===== src/rtl/bram_rdata_collect_pkg.sv =====
// Shared BRAM control constants: array geometry plus the default shape of the
// read-data collector that gathers enabled bank outputs into compute lanes.
package bram_rdata_collect_pkg;

   localparam int BIGS       = 4;
   localparam int SMALLS     = 16;

   localparam int BANKS_DEF  = 32;
   localparam int LANES_DEF  = 4;
   localparam int DW_DEF     = 16;
   localparam int RD_LAT_DEF = 2;
   localparam int DEPTH_DEF  = 4;

endpackage


===== src/rtl/bram_rdata_collect_fifo.sv =====
// Small output FIFO for collected lane entries; empty head reads as zero and a
// push into a full FIFO survives only if the head leaves in the same cycle.
module collect_fifo #(
   parameter int W     = 8,
   parameter int DEPTH = 4
) (
   input  logic         clk,
   input  logic         rst_n,
   input  logic         clr,
   input  logic         push,
   input  logic [W-1:0] wdata,
   input  logic         pop_ready,
   output logic         out_valid,
   output logic [W-1:0] head,
   output logic         drop
);

   localparam int AW = $clog2(DEPTH);
   localparam int CW = AW + 1;

   logic [W-1:0]  mem [DEPTH];
   logic [AW-1:0] wr_ptr;
   logic [AW-1:0] rd_ptr;
   logic [CW-1:0] count;
   logic          full;
   logic          do_push;
   logic          do_pop;

   assign full      = (count == CW'(DEPTH));
   assign out_valid = (count != '0);
   assign do_pop    = out_valid && pop_ready;
   assign do_push   = push && (!full || do_pop);
   assign drop      = push && !do_push;
   assign head      = out_valid ? mem[rd_ptr] : '0;

   // clr wins over any push/pop landing on the same edge
   always_ff @(posedge clk or negedge rst_n) begin
      if (!rst_n) begin
         wr_ptr <= '0;
         rd_ptr <= '0;
         count  <= '0;
      end else if (clr) begin
         wr_ptr <= '0;
         rd_ptr <= '0;
         count  <= '0;
      end else begin
         if (do_push)
            wr_ptr <= wr_ptr + AW'(1);
         if (do_pop)
            rd_ptr <= rd_ptr + AW'(1);
         if (do_push && !do_pop)
            count <= count + CW'(1);
         else if (do_pop && !do_push)
            count <= count - CW'(1);
      end
   end

   always_ff @(posedge clk) begin
      if (do_push && !clr)
         mem[wr_ptr] <= wdata;
   end

endmodule


===== src/rtl/bram_rdata_collect.sv =====
// Collects data from the enabled BRAM banks once their read latency elapses,
// packs them into the low lanes and queues the result for the SA/pool units.
module bram_rdata_collect
   import bram_rdata_collect_pkg::*;
#(
   parameter int BANKS  = BANKS_DEF,
   parameter int LANES  = LANES_DEF,
   parameter int DW     = DW_DEF,
   parameter int RD_LAT = RD_LAT_DEF,
   parameter int DEPTH  = DEPTH_DEF
) (
   input  logic                     clk,
   input  logic                     rst_n,
   input  logic                     clr,
   input  logic [BANKS-1:0]         en,
   input  logic [BANKS*DW-1:0]      rdata,
   input  logic                     out_ready,
   output logic                     out_valid,
   output logic [LANES*DW-1:0]      out_data,
   output logic [LANES-1:0]         out_mask,
   output logic [$clog2(BANKS)-1:0] out_base,
   output logic                     overflow,
   output logic                     multi_err
);

   localparam int AW = $clog2(BANKS);
   localparam int FW = LANES*DW + LANES + AW;

   logic [BANKS-1:0]    pipe [RD_LAT];
   logic [BANKS-1:0]    en_d;
   logic [LANES*DW-1:0] lane_data;
   logic [LANES-1:0]    lane_mask;
   logic [AW-1:0]       base;
   logic                too_many;
   logic [FW-1:0]       head;
   logic                drop;

   // en travels alongside the BRAM read so en_d lines up with rdata
   always_ff @(posedge clk or negedge rst_n) begin
      if (!rst_n) begin
         for (int i = 0; i < RD_LAT; i++)
            pipe[i] <= '0;
      end else if (clr) begin
         for (int i = 0; i < RD_LAT; i++)
            pipe[i] <= '0;
      end else begin
         pipe[0] <= en;
         for (int i = 1; i < RD_LAT; i++)
            pipe[i] <= pipe[i-1];
      end
   end

   assign en_d = pipe[RD_LAT-1];

   // Bank b lands in lane n, where n counts the enabled banks below b
   always_comb begin
      int n;
      lane_data = '0;
      lane_mask = '0;
      base      = '0;
      n         = 0;
      for (int b = BANKS-1; b >= 0; b--)
         if (en_d[b])
            base = AW'(b);
      for (int b = 0; b < BANKS; b++) begin
         if (en_d[b]) begin
            for (int k = 0; k < LANES; k++) begin
               if (n == k) begin
                  lane_data[k*DW +: DW] = rdata[b*DW +: DW];
                  lane_mask[k]          = 1'b1;
               end
            end
            n = n + 1;
         end
      end
      too_many = (n > LANES);
   end

   collect_fifo #(
      .W     (FW),
      .DEPTH (DEPTH)
   ) u_fifo (
      .clk       (clk),
      .rst_n     (rst_n),
      .clr       (clr),
      .push      (|en_d),
      .wdata     ({lane_data, lane_mask, base}),
      .pop_ready (out_ready),
      .out_valid (out_valid),
      .head      (head),
      .drop      (drop)
   );

   assign {out_data, out_mask, out_base} = head;

   always_ff @(posedge clk or negedge rst_n) begin
      if (!rst_n) begin
         overflow  <= 1'b0;
         multi_err <= 1'b0;
      end else if (clr) begin
         overflow  <= 1'b0;
         multi_err <= 1'b0;
      end else begin
         overflow  <= overflow | drop;
         multi_err <= multi_err | too_many;
      end
   end

endmodule


===== config.mk =====
export PLATFORM = sky130hd
export DESIGN_NAME = bram_rdata_collect
export DESIGN_NICKNAME = d
export VERILOG_FILES = /design/src/rtl/bram_rdata_collect_pkg.sv /design/src/rtl/bram_rdata_collect_fifo.sv /design/src/rtl/bram_rdata_collect.sv
export SDC_FILE = /design/constraint.sdc
export NUM_CORES = 2
export LEC_CHECK = 0
export CORE_MARGIN = 2
export CORE_UTILIZATION = 40
export CTS_BUF_LIST = sky130_fd_sc_hd__clkbuf_8 sky130_fd_sc_hd__clkbuf_16
export CTS_CLUSTER_DIAMETER = 80
export DETAILED_ROUTE_END_ITERATION = 8
export GPL_TIMING_DRIVEN = 0
export PLACE_DENSITY_LB_ADDON = 0.05
export SYNTH_ARGS = -nofsm -noshare
export SYNTH_HDL_FRONTEND = slang
export SYNTH_SLANG_ARGS = --single-unit

===== constraint.sdc =====
create_clock -name clk -period 24 [get_ports clk]
set_input_delay 4.8 -clock clk [delete_from_list [all_inputs] [get_ports clk]]
set_output_delay 4.8 -clock clk [all_outputs]
set_load 0.1 [all_outputs]

==> results.cfg <==
[finish]
syn_to_final_growth_pct = 23.5
num-fill-cells = 10400
nets = 6809
drive_gt1_share_pct = 7.54
final_cell_area_um2 = 52800

[synth]
synth_compound_area_share_pct = 28.7
yosysMostFrequentCell = nand2_1
synth_edf_count = 292
synthFlopType = edfxtp_1
synth_top_area_share_pct = 20.5
synthArstFlopShare_pct = 20.0
synthXorXnorAreaFrac_pct = 4.88
synth_cell_types = 116
syn_inst = 5453
ys_seq_elements = 365
seq_area_frac_synth_pct = 24.8
synth.area.top_cells = edfxtp_1 20%, nand2_1 5.4%, o21ai_0 4.7%
synthesis.nets = 6128
synth_fa_ha_area_share_pct = 3.79
synth_common_cells = 615 x nand2_1, 499 x nor2_1, 403 x o21ai_0, 392 x clkbuf_1, 321 x a21oi_1
synth_top_area_cell = edfxtp_1
synth_mux_area_share_pct = 9.53
synth_top_family_by_area = compound AO/OA/AOI/OAI gates
yosys.area_share.simple_pct = 22.2
synth_warnings = 0
syn_avg_cell_area_um2 = 7.85
syn_area_um2 = 42800

[clock_tree]
cts_tree = yes
postCtsHoldBufs = 0
h-tree-depth = 1
cts_max_path_buffers = 3
clockRootBuffer = clkbuf_16
cts_made_buffers = 30
clk_latency_ns = 0.61
cts.reportedPaths.clkPinSlew_ns = 0.07
clock_sinks = 365

[route]
drtPass1Iterations = 8
drt_iter0_drc = 5415
ant_nets = 0
routed_wl_um = 212000
wl_per_cell_um = 28.1
vias_per_cell = 6.34
drc_errors = 0
vias = 47900

[power_and_ir_drop]
p_comb_share_pct = 72.7
switchingPower_mw = 3.04
p_per_area_nw_per_um2 = 107
switching_share_pct = 54.0
seqPwrFrac_pct = 19.0
intPower_mw = 2.59
leakagePower_nw = 19.5
clockPowerShare_pct = 8.2
fin_total_pwr_mw = 5.63
peakVddDrop_uv = 110

[place]
io_buffers = 622
placed_cell_area_um2 = 50900
hpwlAfterDp_um = 178000
globalplace.congestion = 1.03

[critical_path]
cp_top_family = adder cells
crit_required_ns = 24.35
rr_startpoint = en_d[2]
crit_path_end_kind = register
cp_max_fo = 28
start_kind = register
worst-setup-path-type = register to register
crit_slowest_cell = fa_2
startpoint = en_d[2]
crit_buf_inv = 14
worstPathArrival_ns = 23.03
crit_path_max_incr_delay_ns = 0.64
cp_common_cell = ha_1

[global_route]
grt_pass1_vias = 45700
grt_overflow = 0
grt_pass1_wl_um = 305000
grt_usage_pct = 37.1
antenna_found_initial = 14
grt_max_degree = 65

[die]
coreArea_um2 = 106000
die_w_um = 331
die_h_um = 331
die-area_um2 = 110000
rows = 119
ios = 624
start_util_pct = 40.5

[timing]
final_hold_viol_count = 0
period_needed_ns = 22.68
relSlewSlack_pct = 16.6
slew_viol_final = 0
fin_skew_ns = 0.0368
fmax_ghz = 0.0441
tightest_slew_ns = 1.23
setup_violations = 0
timing.final.crit_share_pct = 94.5

[status]
outcome = completed

[flow_run]
drv_cap = 0

[hold_path]
holdCritPathClass = register to register
min_from = pipe[62]
power by group through the flow:
stage	clock network, mW	registers (mW)	logic [mW]
after global routing	0.493	1.08	4.25
after CTS	0.473	1.07	3.94
after global placement	0	1.09	3.74
after detailed placement	0	1.09	3.76
after floorplan	0	1.08	2.34
final	0.464	1.07	4.10
registers in the layout, indices dropped and copies added, names as in the netlist:
signal	flops
overflow	1
en_d	32
u_fifo.mem	292
u_fifo.wr_ptr	2
pipe	32
multi_err	1
u_fifo.count	3
u_fifo.rd_ptr	2
placed cells by master (no fill, tap or decap), types with 23 or more instances in the layout:
master,n
o221ai_1,52
mux4_2,73
a211o_1,31
o21a_1,25
nand2_1,613
clkbuf_16,30
nor2b_1,90
nand3_1,138
buf_2,39
edfxtp_1,292
buf_4,28
a211oi_1,190
mux2_2,50
a21oi_1,304
nor4_1,43
a31oi_1,78
a221oi_1,23
o31ai_1,37
o21ai_0,394
nor3_1,117
a22oi_1,31
nor2_1,499
mux2i_1,179
clkbuf_1,373
and3_1,81
and2_1,139
o21ai_1,39
o22ai_1,86
xnor2_1,94
dfrtp_1,71
inv_1,214
clkdlybuf4s50_1,621
a21boi_0,39
nand4_1,78
o211ai_1,222
ha_1,124
timing repair:
| item | CTS | global route |
|---|---|---|
| setup endpoints to repair | 273 | 273 |
| gates resized for setup | 111 | 53 |
| pin swaps | 10 | 15 |
| setup buffers | 10 | 12 |
| hold endpoints to repair | 0 | 0 |
layout make-up:
| type | instances | area, um^2 | area share, % |
|---|---|---|---|
| Buffer | 465 | 1910 | 3.61 |
| Clock inverter | 23 | 163 | 0.308 |
| Timing Repair Buffer | 651 | 6610 | 12.5 |
| Multi-Input combinational cell | 4409 | 30300 | 57.2 |
| Clock buffer | 30 | 751 | 1.42 |
| Antenna cell | 12 | 30.0 | 0.0568 |
| Sequential cell | 365 | 10600 | 20.1 |
| Inverter | 212 | 796 | 1.51 |
| Tap cell | 1391 | 1740 | 3.29 |
per-stage QoR:
step	worst slack (ns)	cells	setup TNS [ns]	hold WS (ns)	util, %
finish	1.32	7558	0	0.458	50.0
global route	-0.0291	7558	-0.973	0.483	50.0
CTS	0.0478	7533	0	0.462	49.6
detailed placement	-2.21	7471	-480.57	0.448	48.2
global placement	-1.94	7466	-412.16	0.445	48.0
floorplan	3.08	5453	0	0.439	-
path summary, 6_finish.rpt:
check | to | slack (ns) | cells past startpoint
setup / recovery | u_fifo.mem[0][18] | 1.32 | 103
hold / removal | en_d[30] | 0.46 | 1
setup reg to reg | u_fifo.mem[0][18] | 1.32 | 103
hold reg to reg | en_d[30] | 0.46 | 1
max in group asynchronous | multi_err | 19.38 | 2
min in group asynchronous | en_d[31] | 4.02 | 1
worst register-to-register path: cells and delay by family, from the launching register on:
| family | cells | cell delay, ns |
|---|---|---|
| fa+ha+maj | 25 | 7.70 |
| simple gates | 30 | 5.42 |
| compound gates | 26 | 5.15 |
| buf+inv | 14 | 1.96 |
| mux | 5 | 1.13 |
| xor+xnor | 3 | 0.62 |
| flops | 1 | 0.47 |
routing by layer:
layer | track usage, % | routed length (um) | up-vias
li1 | - | - | 21800
met2 | 62.8 | 101000 | 2542
met4 | 19.1 | 12400 | 2
met3 | 2.76 | 14000 | 444
met1 | 47.6 | 84900 | 23100
met5 | 0 | 14 | -
cells by family after synthesis:
logic type / Yosys count
simple gates: 1974
compound gates: 1832
buf+inv: 679
flops: 365
mux: 308
xor+xnor: 166
fa+ha+maj: 129
(Power assumes the default switching activity.)
